--- src/rtl/irq_entry_ctrl_if.sv ---
// Signal bundle between the CPU control FSM and the interrupt entry controller.
// The CPU side (master) drives requests, masks and the boundary/eret pulses;
// the controller (slave) returns the entry-sequence controls and status.
interface irq_entry_ctrl_if #(
  parameter int N_IRQ = 4,
  parameter int ID_W  = (N_IRQ > 1) ? $clog2(N_IRQ) : 1
);
  // Requests and CPU status
  logic [N_IRQ-1:0] irq;
  logic [N_IRQ-1:0] irq_en;
  logic             cpsr_i;
  logic             boundary;
  logic             eret;

  // Entry-sequence controls back to the CPU FSM
  logic             int_go;
  logic             save_lr;
  logic             save_spsr;
  logic             set_cpsr;
  logic             load_pc;
  logic [31:0]      vec_addr;

  // Status towards requesters
  logic [ID_W-1:0]  int_id;
  logic [N_IRQ-1:0] irq_ack;
  logic             in_service;
  logic [N_IRQ-1:0] pending;

  modport master (
    output irq, irq_en, cpsr_i, boundary, eret,
    input  int_go, save_lr, save_spsr, set_cpsr, load_pc, vec_addr,
           int_id, irq_ack, in_service, pending
  );

  modport slave (
    input  irq, irq_en, cpsr_i, boundary, eret,
    output int_go, save_lr, save_spsr, set_cpsr, load_pc, vec_addr,
           int_id, irq_ack, in_service, pending
  );
endinterface

--- src/rtl/irq_entry_ctrl.sv ---
// Interrupt entry controller for the multi-cycle CPU.
// Captures rising edges on the request lines, masks them with the per-line
// enables and the CPSR I bit, grants the lowest-numbered eligible line at an
// instruction boundary, then walks the CPU through the four entry steps
// (save LR, save SPSR, set CPSR, load vector PC) and holds in-service status
// until exception return. No nesting: a new grant needs a return to IDLE.
module irq_entry_ctrl #(
  parameter int          N_IRQ    = 4,
  parameter logic [31:0] VEC_BASE = 32'h0000_0020
) (
  input logic               clk,
  input logic               rst,
  irq_entry_ctrl_if.slave   bus
);

  localparam int ID_W = (N_IRQ > 1) ? $clog2(N_IRQ) : 1;

  typedef enum logic [2:0] {
    S_IDLE,
    S_SAVE_LR,
    S_SAVE_SPSR,
    S_SET_CPSR,
    S_LOAD_PC,
    S_SERVICE
  } state_t;

  state_t           state_q, state_d;

  // Edge capture
  logic [N_IRQ-1:0] irq_prev_q;
  logic [N_IRQ-1:0] pending_q;
  logic [N_IRQ-1:0] rise;

  // Arbitration
  logic [N_IRQ-1:0] elig;
  logic [ID_W-1:0]  win_id;
  logic             win_found;
  logic             grant;
  logic [N_IRQ-1:0] ack_d;

  // Registered outputs
  logic             int_go_q;
  logic             save_lr_q;
  logic             save_spsr_q;
  logic             set_cpsr_q;
  logic             load_pc_q;
  logic             in_service_q;
  logic [N_IRQ-1:0] irq_ack_q;
  logic [ID_W-1:0]  int_id_q;
  logic [31:0]      vec_addr_q;

  assign rise = bus.irq & ~irq_prev_q;
  assign elig = pending_q & bus.irq_en & {N_IRQ{~bus.cpsr_i}};

  // Fixed-priority pick: scan from the top so the lowest set index wins.
  always_comb begin
    // NOTE: every variable gets a default before any branch so no path leaves
    // it unassigned; otherwise synthesis infers a latch to hold the old value.
    win_id    = '0;
    win_found = 1'b0;
    for (int i = N_IRQ - 1; i >= 0; i--) begin
      if (elig[i]) begin
        win_id    = ID_W'(i);
        win_found = 1'b1;
      end
    end
  end

  // A grant only happens from IDLE at an instruction boundary.
  always_comb begin
    grant = (state_q == S_IDLE) && bus.boundary && win_found;
    ack_d = grant ? (N_IRQ'(1) << win_id) : '0;
  end

  // Next-state logic for the entry sequence.
  always_comb begin
    state_d = state_q;
    unique case (state_q)
      S_IDLE:      if (grant) state_d = S_SAVE_LR;
      S_SAVE_LR:   state_d = S_SAVE_SPSR;
      S_SAVE_SPSR: state_d = S_SET_CPSR;
      S_SET_CPSR:  state_d = S_LOAD_PC;
      S_LOAD_PC:   state_d = S_SERVICE;
      S_SERVICE:   if (bus.eret) state_d = S_IDLE;
      default:     state_d = S_IDLE;
    endcase
  end

  // State register.
  always_ff @(posedge clk or posedge rst) begin
    // NOTE: non-blocking assignments so every flop samples the pre-edge values
    // of its inputs, independent of the order the always blocks are evaluated.
    if (rst) state_q <= S_IDLE;
    else     state_q <= state_d;
  end

  // Edge detector and pending set/clear; a new edge wins over the acknowledge.
  always_ff @(posedge clk or posedge rst) begin
    if (rst) begin
      irq_prev_q <= '0;
      pending_q  <= '0;
    end else begin
      irq_prev_q <= bus.irq;
      pending_q  <= (pending_q & ~ack_d) | rise;
    end
  end

  // Outputs decoded from the next state so each is high while its state is current.
  always_ff @(posedge clk or posedge rst) begin
    if (rst) begin
      int_go_q     <= 1'b0;
      save_lr_q    <= 1'b0;
      save_spsr_q  <= 1'b0;
      set_cpsr_q   <= 1'b0;
      load_pc_q    <= 1'b0;
      in_service_q <= 1'b0;
      irq_ack_q    <= '0;
    end else begin
      int_go_q     <= state_d inside {S_SAVE_LR, S_SAVE_SPSR, S_SET_CPSR, S_LOAD_PC};
      save_lr_q    <= (state_d == S_SAVE_LR);
      save_spsr_q  <= (state_d == S_SAVE_SPSR);
      set_cpsr_q   <= (state_d == S_SET_CPSR);
      load_pc_q    <= (state_d == S_LOAD_PC);
      in_service_q <= (state_d != S_IDLE);
      irq_ack_q    <= ack_d;
    end
  end

  // Granted id and its vector; held until the next grant.
  always_ff @(posedge clk or posedge rst) begin
    if (rst) begin
      int_id_q   <= '0;
      vec_addr_q <= '0;
    end else if (grant) begin
      int_id_q   <= win_id;
      vec_addr_q <= VEC_BASE + (32'(win_id) << 2);
    end
  end

  assign bus.int_go     = int_go_q;
  assign bus.save_lr    = save_lr_q;
  assign bus.save_spsr  = save_spsr_q;
  assign bus.set_cpsr   = set_cpsr_q;
  assign bus.load_pc    = load_pc_q;
  assign bus.in_service = in_service_q;
  assign bus.irq_ack    = irq_ack_q;
  assign bus.int_id     = int_id_q;
  assign bus.vec_addr   = vec_addr_q;
  assign bus.pending    = pending_q;

  // The four entry steps are mutually exclusive.
  a_steps_onehot: assert property (@(posedge clk) disable iff (rst)
    $onehot0({save_lr_q, save_spsr_q, set_cpsr_q, load_pc_q}));

  // At most one requester is acknowledged at a time.
  a_ack_onehot: assert property (@(posedge clk) disable iff (rst)
    $onehot0(irq_ack_q));

  // The entry sequence is always part of an in-service period.
  a_go_in_service: assert property (@(posedge clk) disable iff (rst)
    int_go_q |-> in_service_q);

endmodule

--- src/flat_wrapper.sv ---
// flat-port wrapper written by rule: the top's interface ports become plain ports
module irq_entry_ctrl_flat 
#(
  parameter int          N_IRQ    = 4,
  parameter logic [31:0] VEC_BASE = 32'h0000_0020
)
  (clk, rst, bus_irq, bus_irq_en, bus_cpsr_i, bus_boundary, bus_eret, bus_int_go, bus_save_lr, bus_save_spsr, bus_set_cpsr, bus_load_pc, bus_vec_addr, bus_int_id, bus_irq_ack, bus_in_service, bus_pending);
  irq_entry_ctrl_if #(.N_IRQ(N_IRQ)) bus_i ();
  input logic clk;
  input logic rst;
  input wire logic [$bits(bus_i.irq)-1:0] bus_irq;
  input wire logic [$bits(bus_i.irq_en)-1:0] bus_irq_en;
  input wire logic [$bits(bus_i.cpsr_i)-1:0] bus_cpsr_i;
  input wire logic [$bits(bus_i.boundary)-1:0] bus_boundary;
  input wire logic [$bits(bus_i.eret)-1:0] bus_eret;
  output wire logic [$bits(bus_i.int_go)-1:0] bus_int_go;
  output wire logic [$bits(bus_i.save_lr)-1:0] bus_save_lr;
  output wire logic [$bits(bus_i.save_spsr)-1:0] bus_save_spsr;
  output wire logic [$bits(bus_i.set_cpsr)-1:0] bus_set_cpsr;
  output wire logic [$bits(bus_i.load_pc)-1:0] bus_load_pc;
  output wire logic [$bits(bus_i.vec_addr)-1:0] bus_vec_addr;
  output wire logic [$bits(bus_i.int_id)-1:0] bus_int_id;
  output wire logic [$bits(bus_i.irq_ack)-1:0] bus_irq_ack;
  output wire logic [$bits(bus_i.in_service)-1:0] bus_in_service;
  output wire logic [$bits(bus_i.pending)-1:0] bus_pending;
  assign bus_i.irq = bus_irq;
  assign bus_i.irq_en = bus_irq_en;
  assign bus_i.cpsr_i = bus_cpsr_i;
  assign bus_i.boundary = bus_boundary;
  assign bus_i.eret = bus_eret;
  assign bus_int_go = bus_i.int_go;
  assign bus_save_lr = bus_i.save_lr;
  assign bus_save_spsr = bus_i.save_spsr;
  assign bus_set_cpsr = bus_i.set_cpsr;
  assign bus_load_pc = bus_i.load_pc;
  assign bus_vec_addr = bus_i.vec_addr;
  assign bus_int_id = bus_i.int_id;
  assign bus_irq_ack = bus_i.irq_ack;
  assign bus_in_service = bus_i.in_service;
  assign bus_pending = bus_i.pending;
  irq_entry_ctrl #(.N_IRQ(N_IRQ), .VEC_BASE(VEC_BASE)) u_core (.clk(clk), .rst(rst), .bus(bus_i));
endmodule
--- config.mk ---
export PLATFORM = sky130hd
export DESIGN_NAME = irq_entry_ctrl_flat
export DESIGN_NICKNAME = d
export VERILOG_FILES = /design/src/rtl/irq_entry_ctrl_if.sv /design/src/rtl/irq_entry_ctrl.sv /design/src/flat_wrapper.sv
export SDC_FILE = /design/constraint.sdc
export NUM_CORES = 1
export LEC_CHECK = 0
export ABC_CLOCK_PERIOD_IN_PS = 2900
export CELL_PAD_IN_SITES_DETAIL_PLACEMENT = 0
export CELL_PAD_IN_SITES_GLOBAL_PLACEMENT = 2
export CORE_UTILIZATION = 22
export CTS_BUF_LIST = sky130_fd_sc_hd__clkbuf_16
export DETAILED_ROUTE_END_ITERATION = 16
export GPL_TIMING_DRIVEN = 0
export PLACE_DENSITY_LB_ADDON = 0.3
export RECOVER_POWER = 50
export SETUP_SLACK_MARGIN = 0.05
export SLEW_MARGIN = 20
export SYNTH_ARGS = -nofsm -noshare
export SYNTH_HDL_FRONTEND = slang
export SYNTH_SLANG_ARGS = --single-unit
--- constraint.sdc ---
create_clock -name clk -period 2.9 [get_ports clk]
set_input_delay 0.435 -clock clk [delete_from_list [all_inputs] [get_ports clk]]
set_output_delay 0.435 -clock clk [all_outputs]
set_load 0.05 [all_outputs]
==> results.cfg, run 1 <==
[run_status]
status = finished clean

[global_routing]
grt_pass1_vias = 695
grt_usage_pct = 7.55
grt_max_degree = 25
overflow = 0
antenna_found_initial = 0
grt_pass1_wl_um = 3150

[critical_path]
critPathKind = primary input to register
critPathMaxStageDelay_ns = 0.51
worst-r2r-cell-count = 5
path_cells = clkdlybuf4s50_1, or4b_1, buf_2, a211oi_1, mux2_2
arrival_ns = 2.40
rrSetupSlack_ns = 0.66
r2r_start = u_core.state_q[2]
critPathRequiredTime_ns = 3.04
worst_setup_path_start_kind = primary input
cp_max_fo = 6
r2r_end = u_core.bus.int_id[0]
cp-end-kind = register
slowest_stage = a211oi_1

[timing]
hold_violations = 0
setup_tns_ns = 0
rsz0062_at_grt = no
fmax_ghz = 0.442
fin_ws_ns = 0.638
final.setup_skew_ns = 0.00310
fin_crit_ns = 2.26
setup_viol = 0
period_share_pct = 78.0
slew_headroom_pct = 38.6
drv_slew = 0
tightest_slew_ns = 0.921

[cts]
cts_tree = built
post_cts_buffers = 0
htreeDepth = 1
clockBufferDepth = 2
clock-sinks = 24
path_clk_slew_ns = 0.06
cts_inserted_buffers = 3
cts_resized = 0
clock_latency_ns = 0.25
cts-root-buf = clkbuf_16
cts_hold_buf = 0

[power]
powerDensity_nw_per_um2 = 855
switchingPower_w = 0.000626
power.share.combinational_pct = 49.4
switching_share_pct = 42.3
power.internal_w = 0.000854
power.share.clock_pct = 19.4
seq_power_share_pct = 31.2
leakagePower_nw = 0.857
ir_drop_mv = 0.318

[finish]
final_common_cell = buf_4
final_cell_mix = buf_4 (31), conb_1 (29), clkdlybuf4s50_1 (25)
regArea_sq_um = 601
stdcell_count = 238
multi_input_area_sq_um = 377
fin_nets = 183
syn_to_final_growth_pct = 48.7
antenna_cells = 0
fill_cells = 524
drive_above_1_share_pct = 23.8

[floorplan]
fp.dieW_um = 74.7
rows = 26
start_util_pct = 22.8
ios = 61
fp.dieH_um = 74.7
dieArea_sq_um = 5580
core_sq_um = 5110

[detailed_routing]
via_per_inst = 3.61
avgRoutedWirePerCell_um = 9.47
antenna_left = 0
wl_met1_um = 961
dr_wl_met3_um = 147
vias = 860
drcViolationCount = 0
drt-total-wl_um = 2250
dr.pass1.iters = 4
first_iter_violations = 51
routed.top_layer = met4
dr_wl_met2_um = 1100

[hold_path]
worstHoldEndpoint = u_core.bus.pending[0]
worstHoldStart = u_core.irq_prev_q[0]
hold_path_class = register to register
min_path_cells = 1

[logic_synthesis]
synth_area_leaders = dfrtp_1 (52%), buf_4 (20%), inv_1 (2.9%)
seq_area_frac_synth_pct = 51.6
yosys_warnings = 0
synth_top_area_share_pct = 51.6
yosysUniqueCellTypes = 31
synth_top_cell_by_area = dfrtp_1
syn_inst = 107
syn_avg_cell_area_sq_um = 10.9
synth_area_sq_um = 1160
ys_ff_latch = 24

[place]
io_buffers = 30
placed_cells = 235
dpl.hpwl_um = 1730
place.gp.congestion = 0.751
pre_cts_slack_ns = 0.304

[job]
max-cap-violations = 0
==> critical path, delay by kind of cell <==
family / cells / cell delay [ns]
AOI/OAI and AO/OA: 1 / 0.51
muxes: 1 / 0.40
and+or+nand+nor: 1 / 0.44
buffers and inverters: 2 / 0.61
==> sequential cells by signal (all words and copies together), names as in the netlist <==
signal / count
u_core.bus.int_id: 1
u_core.bus.irq_ack: 4
u_core.bus.save_spsr: 1
u_core.bus.int_go: 1
u_core.state_q: 3
u_core.irq_prev_q: 4
u_core.bus.in_service: 1
u_core.bus.save_lr: 1
u_core.bus.load_pc: 1
u_core.bus.pending: 4
u_core.bus.vec_addr: 2
u_core.bus.set_cpsr: 1
==> metrics by stage <==
step	area, sq um	util [%]	hold WS, ns	total power [W]
2_1_floorplan	1270	-	0.410	0.00101
3_3_place_gp	1660	32.4	0.416	0.00119
3_5_place_dp	1660	32.4	0.421	0.00120
4_1_cts	1730	33.9	0.431	0.00150
5_1_grt	1730	33.9	0.440	0.00156
6_report	1730	33.9	0.426	0.00148
==> cell families (layout without fill, tap and decap cells) <==
| family | after synthesis | count (layout) | synth area share [%] |
|---|---|---|---|
| AND/OR/NAND/NOR | 21 | 21 | 12.3 |
| other | 1 | 29 | 0.322 |
| XOR/XNOR | 1 | 1 | 0.753 |
| buffers and inverters | 44 | 77 | 25.1 |
| flip-flops | 24 | 24 | 51.6 |
| multiplexers | 1 | 1 | 0.968 |
| AO/OA/AOI/OAI | 15 | 15 | 9.03 |
==> worst max-delay path by stage <==
stage                      start                    end  slack [ns]  depth (start not counted)
2_1_floorplan  u_core.state_q[1]  u_core.bus.pending[2]        0.83                          5
3_3_place_gp        bus_boundary   u_core.bus.int_id[0]        0.34                          5
3_5_place_dp        bus_boundary   u_core.bus.int_id[0]        0.30                          5
4_1_cts             bus_boundary   u_core.bus.int_id[0]        0.58                          5
5_1_grt        u_core.state_q[2]   u_core.bus.int_id[0]        0.52                          5
6_report            bus_boundary   u_core.bus.int_id[0]        0.64                          5
==> synth_stat cells, drive strengths merged <==
| library cell | n |
|---|---|
| buf | 34 |
| dfrtp | 24 |
| inv | 9 |
| nor2 | 5 |
| a21oi | 3 |
| nor3 | 3 |
| nor3b | 3 |
| o22ai | 3 |
| a22oi | 2 |
| nand2 | 2 |
| nor4 | 2 |
| or4b | 2 |
| a211oi | 1 |
| a21o | 1 |
| a221o | 1 |
| a32oi | 1 |
| and2 | 1 |
| and3 | 1 |
| clkbuf | 1 |
| conb | 1 |
| mux2 | 1 |
| nor4b | 1 |
| o21a | 1 |
| o21ai | 1 |
| o32a | 1 |
| or2 | 1 |
| xnor2 | 1 |
==> area by class of cell <==
type / instances / share of cell area (%)
plain buffers: 35 / 14.8
clock buffers: 3 / 4.34
inverters: 9 / 1.95
multi-input cells: 67 / 21.8
flip-flops and latches: 24 / 34.7
well taps: 70 / 5.06
repair buffers: 30 / 17.4
==> routing by layer <==
| layer | vias up | GRT usage, % |
|---|---|---|
| met5 | - | 0 |
| met4 | 0 | 4.40 |
| met3 | 4 | 1.74 |
| met2 | 38 | 12.7 |
| met1 | 399 | 8.79 |
| li1 | 419 | - |
==> power by group through the flow <==
| stage | Clock (W) | Combinational (W) | Sequential [W] |
|---|---|---|---|
| 5_1_grt | 0.000308 | 0.000778 | 0.000474 |
| 4_1_cts | 0.000299 | 0.000737 | 0.000463 |
| 6_report | 0.000287 | 0.000732 | 0.000461 |
| 3_3_place_gp | 0 | 0.000728 | 0.000465 |
| 2_1_floorplan | 0 | 0.000346 | 0.000663 |
| 3_5_place_dp | 0 | 0.000736 | 0.000468 |
Note: power is estimated with default switching activity, not from simulation.
==> run 2, diff against run 1 <==
- ABC_CLOCK_PERIOD_IN_PS: 2900 -> 2250
- clock period: 2.9 -> 2.25 ns (I/O delays scaled with it)
==> run 2 against run 1 <==
Sequential power up 30%; design area up 1.2%; highest routed layer unchanged; largest cell class unchanged; cell count did not move; largest power group unchanged.
==> results.cfg, run 2 (synthesis gave the netlist of run 1 again) <==
[detailed_routing]
drcViolationCount = 0
vias = 868
via_per_inst = 3.65
avgRoutedWirePerCell_um = 9.47
drt-total-wl_um = 2250
first_iter_violations = 51
antenna_left = 0
dr.pass1.iters = 3

[power]
p_total_w = 0.00193
leakagePower_nw = 0.865
ir_drop_mv = 0.420
powerDensity_nw_per_um2 = 1100

[timing]
drv_slew = 0
fmax_ghz = 0.469
fin_ws_ns = 0.116
setup_viol = 0
final.setup_skew_ns = 0.00317
tightest_slew_ns = 0.923
setup_tns_ns = 0
hold_violations = 0
slew_headroom_pct = 38.4
hold-worst-slack_ns = 0.426
rsz0062_at_grt = no
period_share_pct = 94.8
fin_crit_ns = 2.13

[critical_path]
slowest_stage = or4b_4
path_cells = buf_6, or4b_4, buf_6, or4b_4, nor4_4, o22ai_1
rrSetupSlack_ns = 0.12
cp_max_fo = 10
cp_top_family = simple AND/OR/NAND/NOR gates
critPathKind = register to register
r2r_start = u_core.state_q[1]
critPathMaxStageDelay_ns = 0.51
cp.buffers_inverters = 2
worst-r2r-cell-count = 6
worst_setup_path_start_kind = register
arrival_ns = 2.26
critPathRequiredTime_ns = 2.38
cp-end-kind = register
r2r_end = u_core.bus.pending[3]

[run_status]
status = finished clean

[global_routing]
grt_usage_pct = 7.55
overflow = 0
grt_pass1_wl_um = 3150
grt_pass1_vias = 695
grt_max_degree = 25
antenna_found_initial = 0

[place]
placed_cells = 235
pre_cts_slack_ns = -0.249
io_buffers = 30
dpl.hpwl_um = 1730
place.gp.congestion = 0.751

[finish]
fill_cells = 522
fin_nets = 183
syn_to_final_growth_pct = 50.4
antenna_cells = 0
final_common_cell = buf_4
stdcell_count = 238
final_cell_mix = buf_4 (32), conb_1 (29), clkdlybuf4s50_1 (25)
drive_above_1_share_pct = 26.2

[floorplan]
fp.dieH_um = 74.7
rows = 26
dieArea_sq_um = 5580
ios = 61
start_util_pct = 22.8
fp.dieW_um = 74.7
core_sq_um = 5110

[hold_path]
worstHoldEndpoint = u_core.bus.pending[0]
worstHoldStart = u_core.irq_prev_q[0]
hold_path_class = register to register
min_path_cells = 1

[cts]
clock-sinks = 24
htreeDepth = 1
clock_latency_ns = 0.25
cts_inserted_buffers = 3
cts-root-buf = clkbuf_16
clockBufferDepth = 2
path_clk_slew_ns = 0.06
cts_tree = built
cts_hold_buf = 0

[job]
max-cap-violations = 0
-- run 2: metal layers --
layer / up-vias / wire (um) / GRT usage [%]
li1: 419 / - / -
met1: 407 / 953 / 8.79
met2: 38 / 1110 / 12.7
met3: 4 / 148 / 1.74
met4: 0 / 41 / 4.40
met5: - / 0 / 0
-- run 2: where the power goes --
part           internal [W]  switching, W  total [W]
Combinational      0.000350      0.000615   0.000964
Clock              0.000235      0.000135   0.000369
Sequential         0.000536     0.0000622   0.000598
Total               0.00112      0.000812    0.00193
-- run 2: layout make-up --
class / instances / area [sq um] / area share [%]
multi-input cells: 67 / 385 / 22.0
well taps: 70 / 87.6 / 5.00
flip-flops and latches: 24 / 602 / 34.4
repair buffers: 30 / 300 / 17.2
inverters: 9 / 33.8 / 1.93
plain buffers: 35 / 267 / 15.2
clock buffers: 3 / 75.1 / 4.29
-- run 2: metrics by stage --
stage          instance area (sq um)  util, %
2_1_floorplan                   1270        -
3_3_place_gp                    1660     32.4
3_5_place_dp                    1660     32.4
4_1_cts                         1740     34.0
5_1_grt                         1750     34.3
6_report                        1750     34.3
-- run 2: what timing repair did --
item	CTS	global route
setup buffers	0	0
resized for setup	1	6
endpoints found under the setup margin	1	2
pin swaps	0	3
-- run 2: how the worst max path moves through the flow --
stage	from	to	slack, ns	cells past startpoint
CTS	u_core.state_q[0]	u_core.bus.pending[3]	0.07	5
detailed placement	bus_boundary	u_core.bus.int_id[0]	-0.25	5
floorplan	u_core.state_q[1]	u_core.bus.pending[2]	0.18	5
global route	u_core.state_q[1]	u_core.bus.pending[3]	0.06	6
finish	u_core.state_q[1]	u_core.bus.pending[3]	0.12	6
global placement	bus_boundary	u_core.bus.int_id[0]	-0.22	5
